$ cat config.mk
export PLATFORM = sky130hd
export DESIGN_NAME = spi_prog_master
export DESIGN_NICKNAME = d
export VERILOG_FILES = /design/src/rtl/spi_prog_master.sv
export SDC_FILE = /design/constraint.sdc
export NUM_CORES = 1
export LEC_CHECK = 0
export ABC_CLOCK_PERIOD_IN_PS = 1600
export CAP_MARGIN = 20
export CORE_UTILIZATION = 48
export CTS_BUF_LIST = sky130_fd_sc_hd__clkbuf_8
export DETAILED_ROUTE_END_ITERATION = 12
export PLACE_DENSITY = 0.77
export SYNTH_ARGS = -nofsm -noshare
export SYNTH_HDL_FRONTEND = slang
export SYNTH_SLANG_ARGS = --single-unit
$ cat constraint.sdc
create_clock -name clk -period 1.6 [get_ports clk]
set_input_delay 0.32 -clock clk [delete_from_list [all_inputs] [get_ports clk]]
set_output_delay 0.32 -clock clk [all_outputs]
set_load 0.02 [all_outputs]
$ cat src/rtl/spi_prog_master.sv
// Host-side initiator for the processor's serial programming/run port: 12-bit LSB-first
// cache-write frames and the run/done handshake. Define RUN_TIMEOUT_EN for the run watchdog.
module spi_prog_master #(
    parameter int GAP_CYCLES = 1,
    parameter int TIMEOUT    = 1023
) (
    input  logic       clk,
    input  logic       rst,
    input  logic       cmd_valid_in,
    output logic       cmd_ready_out,
    input  logic [1:0] cmd_type_in,
    input  logic [3:0] cmd_addr_in,
    input  logic [7:0] cmd_data_in,
    input  logic       proc_done_in,
    output logic [1:0] sel_out,
    output logic       mosi_out,
    output logic       busy_out,
    output logic       run_done_out,
    output logic       timeout_out
);
    typedef enum logic [2:0] {
        IDLE     = 3'd0,
        SHIFT    = 3'd1,
        GAP      = 3'd2,
        RUN_ARM  = 3'd3,
        RUN_WAIT = 3'd4
    } state_t;

    localparam logic [3:0] LAST_BIT  = 4'd11;
    localparam logic [3:0] GAP_LAST  = 4'(GAP_CYCLES - 1);
    localparam logic [1:0] SEL_IDLE  = 2'b00;
    localparam logic [1:0] SEL_INSTR = 2'b01;
    localparam logic [1:0] SEL_DATA  = 2'b10;
    localparam logic [1:0] SEL_RUN   = 2'b11;

    generate
        if (GAP_CYCLES < 1 || GAP_CYCLES > 15 || TIMEOUT < 1) begin : g_param_check
            $error("spi_prog_master: GAP_CYCLES must be 1..15 and TIMEOUT at least 1");
        end
    endgenerate

    state_t      state_r, state_s;
    logic [10:0] shreg_r, shreg_s;
    logic [3:0]  bit_r, bit_s;
    logic [3:0]  gap_r, gap_s;
    logic [1:0]  sel_r, sel_s;
    logic        mosi_r, mosi_s;
    logic        accept_s;
    logic        expired_s;
    logic        run_done_s;
    logic        timeout_s;

    assign cmd_ready_out = (state_r == IDLE) && !rst;
    assign accept_s      = cmd_valid_in && cmd_ready_out;
    assign busy_out      = (state_r != IDLE);
    assign sel_out       = sel_r;
    assign mosi_out      = mosi_r;
    assign run_done_out  = run_done_s;
    assign timeout_out   = timeout_s;

`ifdef RUN_TIMEOUT_EN
    localparam int            TW       = $clog2(TIMEOUT + 1);
    localparam logic [TW-1:0] TMO_LAST = TW'(TIMEOUT - 1);
    localparam logic [TW-1:0] TMR_ONE  = TW'(1);

    logic [TW-1:0] tmr_r, tmr_s;

    // Watchdog count: zero outside a run, so it starts from zero on entry to RUN_ARM
    always_comb begin
        tmr_s = '0;
        if (state_r == RUN_ARM || state_r == RUN_WAIT) begin
            tmr_s = tmr_r + TMR_ONE;
        end else begin
            tmr_s = '0;
        end
    end

    assign expired_s = (state_r == RUN_ARM || state_r == RUN_WAIT) && (tmr_r == TMO_LAST);

    // Watchdog register
    always_ff @(posedge clk or posedge rst) begin
        if (rst) begin
            tmr_r <= '0;
        end else begin
            tmr_r <= tmr_s;
        end
    end
`else
    assign expired_s = 1'b0;
`endif

    // Next-state and next-output decode; sel/mosi are computed one cycle ahead and registered
    always_comb begin
        state_s    = state_r;
        shreg_s    = shreg_r;
        bit_s      = bit_r;
        gap_s      = gap_r;
        sel_s      = sel_r;
        mosi_s     = 1'b0;
        run_done_s = 1'b0;
        timeout_s  = 1'b0;
        case (state_r)
            IDLE: begin
                sel_s = SEL_IDLE;
                if (accept_s) begin
                    case (cmd_type_in)
                        2'b00, 2'b01: begin
                            state_s = SHIFT;
                            sel_s   = (cmd_type_in == 2'b00) ? SEL_INSTR : SEL_DATA;
                            shreg_s = {cmd_data_in, cmd_addr_in[3:1]};
                            mosi_s  = cmd_addr_in[0];
                            bit_s   = 4'd0;
                        end
                        2'b10: begin
                            state_s = RUN_ARM;
                            sel_s   = SEL_RUN;
                        end
                        default: begin
                            state_s = IDLE;
                        end
                    endcase
                end else begin
                    state_s = IDLE;
                end
            end
            SHIFT: begin
                if (bit_r == LAST_BIT) begin
                    state_s = GAP;
                    sel_s   = SEL_IDLE;
                    gap_s   = 4'd0;
                end else begin
                    bit_s   = bit_r + 4'd1;
                    mosi_s  = shreg_r[0];
                    shreg_s = {1'b0, shreg_r[10:1]};
                end
            end
            GAP: begin
                sel_s = SEL_IDLE;
                if (gap_r == GAP_LAST) begin
                    state_s = IDLE;
                end else begin
                    gap_s = gap_r + 4'd1;
                end
            end
            RUN_ARM: begin
                if (expired_s) begin
                    timeout_s = 1'b1;
                    state_s   = GAP;
                    sel_s     = SEL_IDLE;
                    gap_s     = 4'd0;
                end else if (!proc_done_in) begin
                    state_s = RUN_WAIT;
                end else begin
                    state_s = RUN_ARM;
                end
            end
            RUN_WAIT: begin
                // Watchdog wins a same-cycle tie with done so only one pulse is ever raised
                if (expired_s) begin
                    timeout_s = 1'b1;
                    state_s   = GAP;
                    sel_s     = SEL_IDLE;
                    gap_s     = 4'd0;
                end else if (proc_done_in) begin
                    run_done_s = 1'b1;
                    state_s    = GAP;
                    sel_s      = SEL_IDLE;
                    gap_s      = 4'd0;
                end else begin
                    state_s = RUN_WAIT;
                end
            end
            default: begin
                state_s = IDLE;
                sel_s   = SEL_IDLE;
            end
        endcase
    end

    // State and registered bus outputs
    always_ff @(posedge clk or posedge rst) begin
        if (rst) begin
            state_r <= IDLE;
            shreg_r <= 11'd0;
            bit_r   <= 4'd0;
            gap_r   <= 4'd0;
            sel_r   <= SEL_IDLE;
            mosi_r  <= 1'b0;
        end else begin
            state_r <= state_s;
            shreg_r <= shreg_s;
            bit_r   <= bit_s;
            gap_r   <= gap_s;
            sel_r   <= sel_s;
            mosi_r  <= mosi_s;
        end
    end
endmodule
Word-level counts from Yosys, hierarchy flattened
Cells that the tools add are included.
{ "word_totals": {"ff_bits": 25, "elab_cells": 68, "out_inout_bits": 7, "input_bits": 18} }
{ "classes": {"mux": 31, "n_reduce_logical": 14, "n_eq_ne": 14, "add_sub_neg": 2, "bitwise_logic": 1} }
{ "op_table": {"columns": ["operator", "n"], "rows": [
  ["$mux 11", 3],
  ["$mux 4", 6],
  ["$pmux 11 s2", 1],
  ["$mux 3", 5],
  ["$pmux 3 s5", 1],
  ["$ne 2x2->1 const B", 6],
  ["$pmux 4 s3", 1],
  ["$add 4x1->4 const B", 2],
  ["$mux 2", 4],
  ["$pmux 2 s2", 2],
  ["$pmux 2 s4", 1],
  ["$pmux 4 s2", 1],
  ["$reduce_and 4->1", 2],
  ["$eq 3x2->1 const B", 2],
  ["$reduce_bool 3->1", 2],
  ["$mux 1", 5],
  ["$eq 4x4->1 const B", 1],
  ["$logic_not 4->1", 1],
  ["$eq 3x1->1 const B", 1],
  ["$eq 3x3->1 const B", 1],
  ["$logic_not 3->1", 1],
  ["$reduce_and 3->1", 1],
  ["$eq 2x1->1 const B", 1],
  ["$eq 2x2->1 const B", 1],
  ["other kinds (9)", 10]
]} }

Logic depth before layout (Yosys ltp)
{ "logic_depth": {"ltp_word": 5, "ltp_mapped": 7, "mapped_depth_nobuf": 6} }

Worst setup path before layout
OpenSTA, ideal clock, no wires.
{ "synth_path": {"kind": "register -> register", "start": "register state_r[1]", "end": "register shreg_r[4]", "synth_period_minus_slack_ps": 1646, "setup_ps": 122, "required_ps": 1478, "arrival_ps": 1524, "path_buffers": 1, "path_slack_ps": -46, "stages_incl_launch_ff": 6, "path_cell_list": "dfrtp_1 -> buf_4 -> nor4_4 -> nand2_1 -> o22ai_1 -> nor2_1"} }
{ "synth_between": {"elab_chain_cells": 5, "word_cells_on_any_way": 10, "classes_between": "eq/ne (4); mux (1); reduce/logical (5)"} }
{ "synth_lines": {"columns": ["element", "line", "rtl"], "rows": [
  ["start, declared", "42", "state_t state_r, state_s;"],
  ["start signal, assigned", "190", "state_r <= state_s;"],
  ["$logic_not 3->1", "53", "assign cmd_ready_out = (state_r == IDLE) && !rst;"],
  ["$logic_and 1x1->1", "53", null],
  ["net cmd_ready_out", "10", "output logic cmd_ready_out,"],
  ["$logic_and 1x1->1", "54", "assign accept_s = cmd_valid_in && cmd_ready_out;"],
  ["$ne 2x2->1 (no line)", null, null],
  ["$reduce_and 4->1 (no line)", null, null],
  ["end signal, assigned", "191", "shreg_r <= shreg_s;"],
  ["end, declared", "43", "logic [10:0] shreg_r, shreg_s;"]
]} }
The timed path passes the listed nets, and every way through them passes these cells.
A chain may end at the register's enable or synchronous reset.

Worst setup path after layout
{ "layout_path": {"start": "register state_r[0]", "end": "output cmd_ready_out"} }
{ "layout_between": {"elab_chain_cells": 2} }
{ "layout_lines": {"columns": ["element", "line"], "rows": [
  ["$logic_not 3->1", "53"],
  ["$logic_and 1x1->1", "53"],
  ["end, declared", "10"]
]} }
No other way between the ends.

==> results.yml <==
finish:
  diodes: 0
  nets: 215
  seq_area_um2: 628
  areaGrowthSynthToFinish_pct: 41.1
  postLayoutCellArea_um2: 1900
  layout_common_cells: "dfrtp_1, buf_4, clkdlybuf4s50_1, nor2_1, nand2_1"
  multiInputGateArea_um2: 706
  drive_gt1_share_pct: 29.6
  final_core_util_pct: 73.8
  fillerInstances: 179
logic_synthesis:
  synth_edf_count: 0
  synth_warnings: 0
  yosysSeqAreaShare_pct: 46.6
  syn_inst: 140
  synthFlopType: "dfrtp_1"
  ys_ff_latch: 25
  async_reset_ff_share_pct: 100
  avgSynthCellArea_um2: 9.60
  synth_fp_nets: 165
  netlist-cell-type-count: 32
  synth_area_um2: 1340
placement:
  gp_congestion: 0.739
  place_area_um2: 1710
  dpl.hpwl_mm: 2.10
  port_buffers: 23
detailed_routing:
  drc: 0
  wl_per_cell_um: 15.0
  drtAntennaViolNets: 0
  via_per_inst: 5.68
  first_pass_iters: 4
  route.vias.total: 1245
  drt_iter0_drc: 22
  routed_wirelength_mm: 3.29
power_and_ir_drop:
  power_density_nw_per_um2: 1600
  power_w: 0.00304
  leakagePower_nw: 0.870
  peakVddDrop_v: 0.00103
floorplan:
  io_pins: 25
  rows: 18
  die_x_um: 54.9
  dieArea_um2: 3020
  fp.coreArea_um2: 2570
  die_h_um: 54.9
  initial_utilization_pct: 52.3
timing:
  holdWs_ns: 0.497
  finalHoldViolCount: 0
  rsz0062_at_grt: "yes"
  fmax_ghz: 0.608
  setup-violations-final: 2
  drv_slew: 0
  clock_skew_ns: 0.00183
  worst_slack_ns: -0.0454
  period_share_pct: 103
  fin_crit_ns: 1.65
  fin_setup_tns_ns: -0.0721
clocking:
  clk_latency_ns: 0.27
  clk_pin_slew_ns: 0.09
  h-tree-depth: 1
  cts_sinks: 25
  holdBufCountCts: 0
  clockRootBuffer: "clkbuf_8"
  cts_buffer_depth: 2
  cts_buffers: 3
  cts_tree: "done"
job:
  cap_violations: 0
critical_path:
  critPathArrivalTime_ns: 1.33
  criticalPathCategory: "flop to output port"
  cp.required_ns: 1.28
  r2r_slack_ns: 0
  cp-start-kind: "flop"
  critPathMaxFanout: 3
  critPathCaptureType: "output port"
run_status:
  violations: "setup timing"
  outcome: "complete, but fails checks"
global_routing:
  grt_start_max_net_pins: 26
  grt_first_pass_wirelength_mm: 4.86
  overflow: 0
  grt_usage_pct: 23.2
  grt_pass1_vias: 1112
  antenna_found_initial: 0
min_path:
  hold_class: "input pin to asynchronous set/reset pin"
critical path, stage by stage, from the launching register on:
cell	delay, ns
dfrtp_2	0.45
buf_6	0.13
nor4_4	0.29
buf_4	0.19
power breakdown:
part           internal [W]  leakage [nW]  switching [W]
Clock              0.000174        0.0255       0.000202
Sequential         0.000892         0.304       0.000199
Combinational      0.000793         0.540       0.000782
through the flow:
step | cells | setup slack (ns)
global route | 219 | -0.0910
finish | 219 | -0.0454
floorplan | 140 | 0.0163
CTS | 213 | -0.0296
detailed placement | 207 | -0.437
global placement | 207 | -0.430
path summary, 6_finish.rpt:
| check | startpoint | to | depth (start not counted) |
|---|---|---|---|
| min in group clk | sel_out[0] | sel_out[0] | 1 |
| setup / recovery | state_r[0] | cmd_ready_out | 3 |
| setup reg to reg | state_r[0] | shreg_r[3] | 7 |
| hold / removal | rst | bit_r[2] | 3 |
| max in group asynchronous | rst | state_r[0] | 3 |
| hold reg to reg | sel_out[0] | sel_out[0] | 1 |
synth_stat cells, types with 2 or more instances:
master	instances	area, um2
o21a_1	2	15.0
xor2_1	2	17.5
o221ai_1	2	17.5
nand2_1	20	75.1
inv_1	8	30.0
mux2i_1	2	20.0
nor2_1	21	78.8
nand3_1	12	60.1
a31oi_1	7	43.8
buf_6	3	33.8
o22ai_1	6	37.5
dfrtp_1	25	626
buf_4	2	15.0
o21ai_0	3	15.0
and2_1	2	12.5
ha_1	7	87.6
cell type report:
cell class                      count  share of cell area, %
Multi-Input combinational cell    102                   37.2
Sequential cell                    25                   33.1
Timing Repair Buffer               50                   23.6
Clock buffer                        3                   2.18
Tap cell                           30                   1.98
Inverter                            8                   1.58
Clock inverter                      1                  0.264
flip-flops by register name, summed over array words and instances, names as in the netlist:
signal    count
gap_r         4
mosi_out      1
sel_out       2
state_r       3
bit_r         4
shreg_r      11
routing by layer:
layer	vias up	wire length (um)	track usage, %
met5	-	0	0
met4	0	84	11.7
met3	9	109	4.64
met2	29	1700	37.3
met1	611	1400	29.5
li1	596	-	-
repair_timing:
item / CTS / global route
endpoints found under the setup margin: 17 / 19
cloned: 1 / 0
setup buffers: 1 / 6
gates resized for setup: 21 / 20
pin swaps: 3 / 6
cells by family after synthesis:
group                      Yosys count  share of synthesized area [%]
other                                1                          0.279
DFF                                 25                           46.6
AOI/OAI and AO/OA                   28                           15.2
buffers and inverters               14                           6.24
and+or+nand+nor                     61                           22.4
muxes                                2                           1.49
adders and majority gates            7                           6.52
xor gates and xnor gates             2                           1.30
(Power assumes the default switching activity.)
